==> config.mk <==
export PLATFORM = sky130hd
export DESIGN_NAME = lcd_char_receiver
export DESIGN_NICKNAME = d
export VERILOG_FILES = /design/src/rtl/lcd_pkg.sv /design/src/rtl/lcd_strobe_sync.sv /design/src/rtl/lcd_char_receiver.sv
export SDC_FILE = /design/constraint.sdc
export NUM_CORES = 1
export LEC_CHECK = 0
export ABC_AREA = 1
export CAP_MARGIN = 5
export CORE_UTILIZATION = 61
export DETAILED_ROUTE_END_ITERATION = 10
export HOLD_SLACK_MARGIN = 0.02
export PLACE_DENSITY_LB_ADDON = 0.2
export SLEW_MARGIN = 20
export SYNTH_ARGS = -nofsm -noshare
export SYNTH_HDL_FRONTEND = slang
export SYNTH_SLANG_ARGS = --single-unit
==> constraint.sdc <==
create_clock -name clk -period 2.2 [get_ports clk]
set_input_delay 0.33 -clock clk [delete_from_list [all_inputs] [get_ports clk]]
set_output_delay 0.33 -clock clk [all_outputs]
set_load 0.005 [all_outputs]
==> src/rtl/lcd_pkg.sv <==
// Shared types and constants for the character-LCD write-bus receiver.
// Optional busy-timing model is enabled with LCD_BUSY_MODEL_EN.
package lcd_pkg;

    typedef enum logic [1:0] {
        CLEAR,
        BUSY,
        IDLE
    } state_e;

    localparam logic [7:0] CHAR_SPACE = 8'h20;
    localparam logic [7:0] CMD_CLEAR  = 8'h01;
    localparam logic [7:0] CMD_HOME   = 8'h02;
    localparam logic [7:0] CMD_ENTRY  = 8'h04;
    localparam logic [7:0] CMD_CGRAM  = 8'h40;
    localparam logic [7:0] CMD_DDRAM  = 8'h80;
    localparam int         I_D_BIT    = 1;

endpackage

==> src/rtl/lcd_strobe_sync.sv <==
// E-strobe synchroniser, falling-edge detector and RS/DB capture.
module lcd_strobe_sync (
    input  logic       clk,
    input  logic       rst_n,
    input  logic       lcd_e_i,
    input  logic       lcd_rs_i,
    input  logic [7:0] lcd_db_i,
    output logic       stb_o,
    output logic       rs_o,
    output logic [7:0] db_o
);

    logic       e_meta_q;
    logic       e_sync_q;
    logic       stb_q;
    logic       rs_q;
    logic [7:0] db_q;
    logic       fall;

    // Edge seen as the synchronised E is about to go low.
    assign fall = e_sync_q & ~e_meta_q;

    always_ff @(posedge clk or negedge rst_n) begin
        if (!rst_n) begin
            e_meta_q <= 1'b0;
            e_sync_q <= 1'b0;
            stb_q    <= 1'b0;
            rs_q     <= 1'b0;
            db_q     <= 8'h00;
        end else begin
            e_meta_q <= lcd_e_i;
            e_sync_q <= e_meta_q;
            stb_q    <= fall;
            if (fall) begin
                rs_q <= lcd_rs_i;
                db_q <= lcd_db_i;
            end
        end
    end

    assign stb_o = stb_q;
    assign rs_o  = rs_q;
    assign db_o  = db_q;

endmodule

==> src/rtl/lcd_char_receiver.sv <==
// Character-LCD bus responder: command decode, DDRAM buffer, cursor, busy.
// Macro LCD_BUSY_MODEL_EN enables the post-command BUSY timing window.
module lcd_char_receiver
    import lcd_pkg::*;
#(
    parameter  int DEPTH        = 32,
    parameter  int BUSY_CYCLES  = 40,
    parameter  int CLEAR_CYCLES = 1600,
    localparam int AW           = $clog2(DEPTH)
) (
    input  logic          clk,
    input  logic          rst_n,
    input  logic          lcd_rs,
    input  logic          lcd_e,
    input  logic [7:0]    lcd_db,
    input  logic [AW-1:0] rd_addr,
    output logic [7:0]    rd_data,
    output logic [AW-1:0] cursor,
    output logic          busy,
    output logic          wr_strobe,
    output logic          cmd_err,
    output logic          overrun
);

    if (CLEAR_CYCLES < DEPTH || BUSY_CYCLES < 1) begin : g_cfg_err
        $error("lcd_char_receiver: bad timing parameters");
    end

`ifdef LCD_BUSY_MODEL_EN
    localparam int CMAX     = (CLEAR_CYCLES > BUSY_CYCLES) ?
                              CLEAR_CYCLES : BUSY_CYCLES;
    localparam int CW       = $clog2(CMAX + 1);
    localparam int CLR_LOAD = CLEAR_CYCLES - DEPTH;
    logic [CW-1:0] cnt_q;
`endif

    state_e        state_q;
    logic [AW-1:0] clr_idx_q;
    logic [AW-1:0] cursor_q;
    logic          incr_q;
    logic          busy_q;
    logic          wr_q;
    logic          err_q;
    logic          ovr_q;
    logic [7:0]    rd_data_q;
    logic [7:0]    mem_q [DEPTH];

    logic          stb;
    logic          rs;
    logic [7:0]    db;

    lcd_strobe_sync u_sync (
        .clk      (clk),
        .rst_n    (rst_n),
        .lcd_e_i  (lcd_e),
        .lcd_rs_i (lcd_rs),
        .lcd_db_i (lcd_db),
        .stb_o    (stb),
        .rs_o     (rs),
        .db_o     (db)
    );

    // Command class by highest set bit.
    logic cmd_ddram, cmd_cgram, cmd_entry, cmd_home, cmd_clear, cmd_nop;
    assign cmd_ddram = |(db & CMD_DDRAM);
    assign cmd_cgram = !cmd_ddram && |(db & CMD_CGRAM);
    assign cmd_entry = (db[7:3] == 5'd0) && |(db & CMD_ENTRY);
    assign cmd_home  = (db[7:2] == 6'd0) && |(db & CMD_HOME);
    assign cmd_clear = (db == CMD_CLEAR);
    assign cmd_nop   = (db == 8'h00);

    logic          we;
    logic [AW-1:0] wa;
    logic [7:0]    wd;

    always_comb begin
        we = 1'b0;
        wa = cursor_q;
        wd = db;
        if (state_q == CLEAR) begin
            we = 1'b1;
            wa = clr_idx_q;
            wd = CHAR_SPACE;
        end else if (state_q == IDLE && stb && rs) begin
            we = 1'b1;
        end
    end

    always_ff @(posedge clk) begin
        if (we) begin
            mem_q[wa] <= wd;
        end
    end

    always_ff @(posedge clk or negedge rst_n) begin
        if (!rst_n) begin
            state_q   <= CLEAR;
            clr_idx_q <= '0;
            cursor_q  <= '0;
            incr_q    <= 1'b1;
            busy_q    <= 1'b1;
            wr_q      <= 1'b0;
            err_q     <= 1'b0;
            ovr_q     <= 1'b0;
            rd_data_q <= 8'h00;
`ifdef LCD_BUSY_MODEL_EN
            cnt_q     <= '0;
`endif
        end else begin
            rd_data_q <= mem_q[rd_addr];
            wr_q      <= 1'b0;
            if (stb && state_q != IDLE) begin
                ovr_q <= 1'b1;
            end
            unique case (state_q)
                CLEAR: begin
                    clr_idx_q <= clr_idx_q + AW'(1);
                    if (clr_idx_q == AW'(DEPTH - 1)) begin
`ifdef LCD_BUSY_MODEL_EN
                        if (CLR_LOAD == 0) begin
                            state_q <= IDLE;
                            busy_q  <= 1'b0;
                        end else begin
                            state_q <= BUSY;
                            cnt_q   <= CW'(CLR_LOAD);
                        end
`else
                        state_q <= IDLE;
                        busy_q  <= 1'b0;
`endif
                    end
                end
`ifdef LCD_BUSY_MODEL_EN
                BUSY: begin
                    cnt_q <= cnt_q - CW'(1);
                    if (cnt_q <= CW'(1)) begin
                        state_q <= IDLE;
                        busy_q  <= 1'b0;
                    end
                end
`endif
                IDLE: begin
                    if (stb) begin
                        if (rs) begin
                            wr_q     <= 1'b1;
                            cursor_q <= incr_q ? cursor_q + AW'(1)
                                               : cursor_q - AW'(1);
                        end else if (cmd_clear) begin
                            cursor_q  <= '0;
                            incr_q    <= 1'b1;
                            clr_idx_q <= '0;
                            state_q   <= CLEAR;
                            busy_q    <= 1'b1;
                        end else begin
                            if (cmd_ddram) cursor_q <= db[AW-1:0];
                            if (cmd_cgram) err_q    <= 1'b1;
                            if (cmd_entry) incr_q   <= db[I_D_BIT];
                            if (cmd_home)  cursor_q <= '0;
                        end
`ifdef LCD_BUSY_MODEL_EN
                        if (rs || (!cmd_clear && !cmd_nop)) begin
                            state_q <= BUSY;
                            busy_q  <= 1'b1;
                            cnt_q   <= CW'(BUSY_CYCLES);
                        end
`endif
                    end
                end
                default: begin
                    state_q <= IDLE;
                    busy_q  <= 1'b0;
                end
            endcase
        end
    end

    assign rd_data   = rd_data_q;
    assign cursor    = cursor_q;
    assign busy      = busy_q;
    assign wr_strobe = wr_q;
    assign cmd_err   = err_q;
    assign overrun   = ovr_q;

endmodule

[After elaboration in Yosys (flattened, before gate mapping)]
Memory sizes are Yosys's and may differ from the RTL's. A register that Yosys moved wholly into a read port is not among the register bits.
Index checks and enable logic that the tools add are counted.
Storage, ports and cells
  register bits: 29
  bits in latches: 0
  RAM bits: 256
  memory bits (read-only): 0
  bits of input ports: 17
  output and inout bits: 17
  logic and storage cells: 78
  memories kept: 1
Memory list
  mem_q: words 32, bits a word 8, rd ports 1, clocked after Yosys merged registers in 1, write ports 1, line lcd_char_receiver.sv:46  | logic [7:0] mem_q [DEPTH];
Cells by class
  $add $sub $neg: 3
  multipliers: 0
  divide/modulo/power cells: 0
  magnitude comparators: 0
  equality and inequality tests: 8
  shift operators: 0
  mux-type cells: 30
  bitwise logic cells: 4
  reduce and logical (&&, ||, !) cells: 19
Operators with widths (count)
  $mux W5: 9
  $mux W1: 13
  $reduce_and A4 Y1: 3
  $add A5 B1 Y5 const B: 2
  $pmux W5 S2: 1
  $eq A8 B1 Y1 const B: 1
  $mux W2: 4
  $mux W8: 1
  $logic_and A1 B1 Y1: 6
  $logic_not A6 Y1: 1
  $ne A2 B2 Y1 const B: 3
  $eq A5 B5 Y1 const B: 1
  $logic_not A5 Y1: 1
  $reduce_and A5 Y1: 1
  $sub A5 B1 Y5 const B: 1
  $ne A2 B1 Y1 const B: 2
  $pmux W2 S2: 1
  $reduce_bool A2 Y1: 2
  $reduce_bool A4 Y1: 1
  $not A1 Y1: 3
  $reduce_and A3 Y1: 1
  $eq A2 B2 Y1 const B: 1
  $logic_not A1 Y1: 2
  $logic_not A2 Y1: 1
  other kinds (2): 2

[Logic depth before layout (Yosys ltp)]
  depth in word-level cells: 7
  gate-level depth with buffers: 11
  gate-level depth less buffers: 9

[Modules after synthesis]
From an unflattened synthesis, not the netlist that was laid out.
Unflattened totals
  cell total of the unflattened synthesis: 1121
  area total of the unflattened synthesis: 12184.2 um^2
By module, submodules not included
  lcd_char_receiver: times used 1, cells an instance 1078, area each 11722.5 um^2, sequential area each 8290.5 um^2
  lcd_strobe_sync: times used 1, cells an instance 43, area each 461.7 um^2, sequential area each 300.3 um^2

[Worst setup path before layout]
No wires, ideal clock.
  path kind: register to register
  start: register state_q[1]
  end: memory mem_q[13][0] (enable)
  library setup time: 0.370 ns
  data arrival time: 1.504 ns
  required time: 1.830 ns
  setup slack: 0.326 ns
  stages on the path, launching flop included: 6
  buffers on the path: 0
  period minus slack after synthesis: 1.874 ns
  cells stage by stage: dfrtp_1 o21ai_0 inv_1 nor2_1 nand2_1 nor2_1
Between the ends
  cells in the longest elaborated chain, start to end: 7
  elaborated cells on any way between the ends: 9
  those cells by class: 1 x eq/ne; 5 x mux; 3 x reduce/logical
RTL lines
  start, declared: line lcd_char_receiver.sv:37  | state_e state_q;
  start signal, assigned: line lcd_char_receiver.sv:97  | state_q <= CLEAR;
  start signal, assigned: line lcd_char_receiver.sv:128  | state_q <= IDLE;
  start signal, assigned: line lcd_char_receiver.sv:152  | state_q <= CLEAR;
  $eq A2 B2 Y1: line lcd_char_receiver.sv:84  | end else if (state_q == IDLE && stb && rs) begin
  $logic_and A1 B1 Y1 (2 in series): line lcd_char_receiver.sv:84
  $mux W1: line lcd_char_receiver.sv:84
  $mux W1: line lcd_char_receiver.sv:80  | if (state_q == CLEAR) begin
  $mux W1: line lcd_char_receiver.sv:90  | if (we) begin
  $mux W1 (implied by the code): line lcd_char_receiver.sv:91  | mem_q[wa] <= wd;
  end, declared: line lcd_char_receiver.sv:46
Several ways; a longest one is shown, not always the timed one.

[Worst setup path after layout]
  start: register u_sync.rs_q, in the netlist u_sync.rs_o
  end: memory mem_q[2][5] (enable)
Between the ends
  cells in the longest elaborated chain, start to end: 5
RTL lines
  start, declared: line lcd_strobe_sync.sv:16  | logic rs_q;
  start signal, assigned: line lcd_strobe_sync.sv:35  | rs_q <= lcd_rs_i;
  $logic_and A1 B1 Y1: line lcd_char_receiver.sv:84
  $mux W1: line lcd_char_receiver.sv:84
  $mux W1: line lcd_char_receiver.sv:80
  $mux W1: line lcd_char_receiver.sv:90
  $mux W1 (implied by the code): line lcd_char_receiver.sv:91
Every way passes these cells.

==> impl_results.md <==
* Status: finished, final reports clean
* Skew final at 0.00918 ns
* Initial core utilization at 62.3%
* Final Wtd Congestion at 0.910
* Pwr dens at 926 nW/um^2
* Crit-path slowest cell: dfrtp_1
* Final Hold Vio Count at 0
* WL/cell at 19.4 um
* Final Max Slew Viols at 0
* Row count at 51
* Crit path largest cell delay at 0.47 ns
* Core ar. at 19500 um^2
* CTS Root Cell: clkbuf_16
* Design area at 14000 um^2
* Seq/Total Area, Yosys at 70.7%
* Commonest non-fill, non-tap cell in the layout: nand2_1
* Final Setup Violations at 0
* Multi-input logic area at 3180 um^2
* CP arrival at 2.22 ns
* Net Sw Frac at 25.5%
* Switching power at 0.00332 W
* Via/cell ratio at 5.74
* First-pass DRT Iterations at 6
* Number of antenna violations at the first check in global routing at 1
* Required @ worst endpoint at 2.44 ns
* Die width at 143 um
* Post_cts resized at 0
* Worst slew margin at 40.6%
* # port buffers at 33
* Largest net degree at the start of global routing at 81
* Post-synthesis cell type count at 30
* Vert. Die Dim at 143 um
* Peak VDD IR at 857 uV
* H-tree level count at 1
* Cell area after synthesis at 12200 um^2
* Vias in the first global route at 7972
* Crit start category: flip-flop
* Vias at 8461
* Die ar. at 20500 um^2
* Tmin final at 1.97 ns
* CTS tree: done
* Register area at 8590 um^2
* Area Growth Syn to Fin at 15.4%
* Worst hold path type: in2reg
* Max-cap viol count at 0
* Tot GR Track Use at 29.4%
* Comb power frac at 13.4%
* Total grt overflow at 0
* Reg clk slew, reported paths at 0.06 ns
* Crit Path Category: reg2reg
* Worst-Margin Slew at 0.891 ns
* Most frequent cells in the layout: 431 x nand2_1, 256 x edfxtp_1, 205 x nand3_1, 58 x buf_4, 47 x nor2_1
* Final WL at 28.7 mm
* Clk sinks at 292
* Skew-Pair Late Insertion Delay at 0.54 ns
* Number of buffers created by CTS at 29
* Max frequency at 506 MHz
* Final WS setup at 0.225 ns
* CP Cell Sequence: inv_2, o21ai_2, nand3_2, nor2_1, buf_4
* Clk pwr share at 36.5%
* Nets at 1210
* Fillers at 1347
* RSZ-0062 raised after global routing: no
* HPWL Detailed at 17.5 mm
* First-pass GRT wire length at 44.5 mm
* Fin crit share at 89.8%
* Setup slack after placement at 0.279 ns
* Internal at 0.00967 W
* CP Capture Type: flip-flop
* Yosys Warn Count at 0
* Mean Syn Cell Area at 10.9 um^2
* Synthesized flop and latch total at 292
* CTS max path bufs at 3
* Setup total negative slack at 0 ns
* DRT antenna net count at 0
* Cell Area, Placed at 13100 um^2
* DRC at 0
* Sequential Power Share at 50.0%
* Crit-path max FO at 10
* Share of cells above drive strength 1 at 10.4%
* Total leakage power at 5.55 nW
* Initial detailed-routing violation count at 771
* Post-Synthesis Cells at 1114
* Mapped Nets at 1137
* Boundary Pins at 34
==> layer usage <==
metal / share of wire, % / global-route usage [%] / wire length, um
met5: 0 / 0 / 0
met4: 4.1 / 12.7 / 1170
met3: 7.3 / 4.29 / 2100
met2: 48 / 47.1 / 13900
met1: 40 / 40.5 / 11500
==> worst max-delay path, delay by kind of cell (launching register included) <==
kind,cells,cell delay [ns]
AOI/OAI and AO/OA,1,0.25
buffers and inverters,2,0.33
DFF,1,0.47
and+or+nand+nor,2,0.63
==> through the flow <==
| stage | hold WS (ns) | util, % | power [W] | std cells |
|---|---|---|---|---|
| final | 0.242 | 71.8 | 0.0130 | 1475 |
| after global routing | 0.235 | 71.8 | 0.0134 | 1474 |
| after CTS | 0.224 | 71.8 | 0.0130 | 1474 |
| after detailed placement | 0.373 | 67.1 | 0.00832 | 1420 |
| after global placement | 0.360 | 67.1 | 0.00828 | 1420 |
| after floorplan | 0.0344 | - | 0.00756 | 1114 |
==> power by group through the flow <==
| stage | Clock, W | Sequential [W] | Combinational (W) |
|---|---|---|---|
| 2_1_floorplan | 0 | 0.00657 | 0.000982 |
| 3_3_place_gp | 0 | 0.00661 | 0.00168 |
| 3_5_place_dp | 0 | 0.00661 | 0.00171 |
| 4_1_cts | 0.00477 | 0.00650 | 0.00173 |
| 5_1_grt | 0.00500 | 0.00652 | 0.00191 |
| 6_report | 0.00475 | 0.00650 | 0.00174 |
==> cell usage after synthesis <==
| master | n | area [um^2] |
|---|---|---|
| buf_1 | 5 | 18.8 |
| nand2_1 | 431 | 1620 |
| buf_2 | 35 | 175 |
| nor2_1 | 47 | 176 |
| o21ai_0 | 16 | 80.1 |
| o2111ai_1 | 1 | 8.76 |
| dfstp_2 | 2 | 52.6 |
| nor2_4 | 1 | 11.3 |
| and3_1 | 1 | 6.26 |
| xor2_1 | 1 | 8.76 |
| nor2_2 | 2 | 12.5 |
| nor3_1 | 1 | 5.00 |
| nand4_1 | 3 | 18.8 |
| ha_1 | 5 | 62.6 |
| o21a_1 | 1 | 7.51 |
| inv_1 | 30 | 113 |
| clkbuf_1 | 14 | 52.6 |
| or2_1 | 2 | 12.5 |
| nand3_1 | 205 | 1030 |
| o21bai_1 | 1 | 7.51 |
| o21ai_2 | 4 | 35.0 |
| clkbuf_8 | 1 | 13.8 |
| nand2_2 | 2 | 12.5 |
| fa_1 | 1 | 20.0 |
| nand3_2 | 2 | 20.0 |
| a21oi_1 | 4 | 20.0 |
| dfrtp_1 | 34 | 851 |
| inv_2 | 5 | 18.8 |
| edfxtp_1 | 256 | 7690 |
| a21o_1 | 1 | 7.51 |
==> registers in the layout, indices dropped and copies added, names as in the netlist <==
name / flops
cmd_err: 1
busy: 1
u_sync.db_o: 8
rd_data: 8
overrun: 1
clr_idx_q: 5
u_sync.rs_o: 1
cursor: 5
state_q: 1
incr_q: 1
u_sync.stb_o: 1
u_sync.e_meta_q: 1
mem_q: 256
u_sync.e_sync_q: 1
wr_strobe: 1
==> kinds of logic after synthesis <==
logic type	synth area share, %
compound gates	1.37
buf+inv	3.22
flops	70.7
xor+xnor	0.0720
fa+ha+maj	0.679
simple gates	24.0
==> cell type report <==
class	count	area share, %
inverter	35	0.945
tap	265	2.36
clock inverter	13	0.856
sequential	292	61.2
timing repair buffer	97	6.24
antenna	1	0.0178
multi-input combinational	732	22.6
clock buffer	40	5.68
==> what timing repair did <==
action | in CTS | in global routing
hold endpoints to repair | 34 | 0
hold buffers | 1 | 0
buffers inserted | 0 | 0
==> path summary, 6_finish.rpt <==
kind                       slack [ns]  cells after the start                         to                 startpoint
min in group asynchronous        0.46                      2       rd_data[7]$_DFF_PN0_                      rst_n
setup / recovery                 0.23                      5      mem_q[2][5]$_DFFE_PP_    u_sync.rs_o$_DFFE_PN0P_
setup reg to reg                 0.23                      5      mem_q[2][5]$_DFFE_PP_    u_sync.rs_o$_DFFE_PN0P_
hold reg to reg                  0.38                      0  u_sync.e_sync_q$_DFF_PN0_  u_sync.e_meta_q$_DFF_PN0_
hold / removal                   0.24                      1  u_sync.e_meta_q$_DFF_PN0_                      lcd_e
max in group asynchronous        1.17                      2       rd_data[5]$_DFF_PN0_                      rst_n
Note: power is estimated with default switching activity, not from simulation.
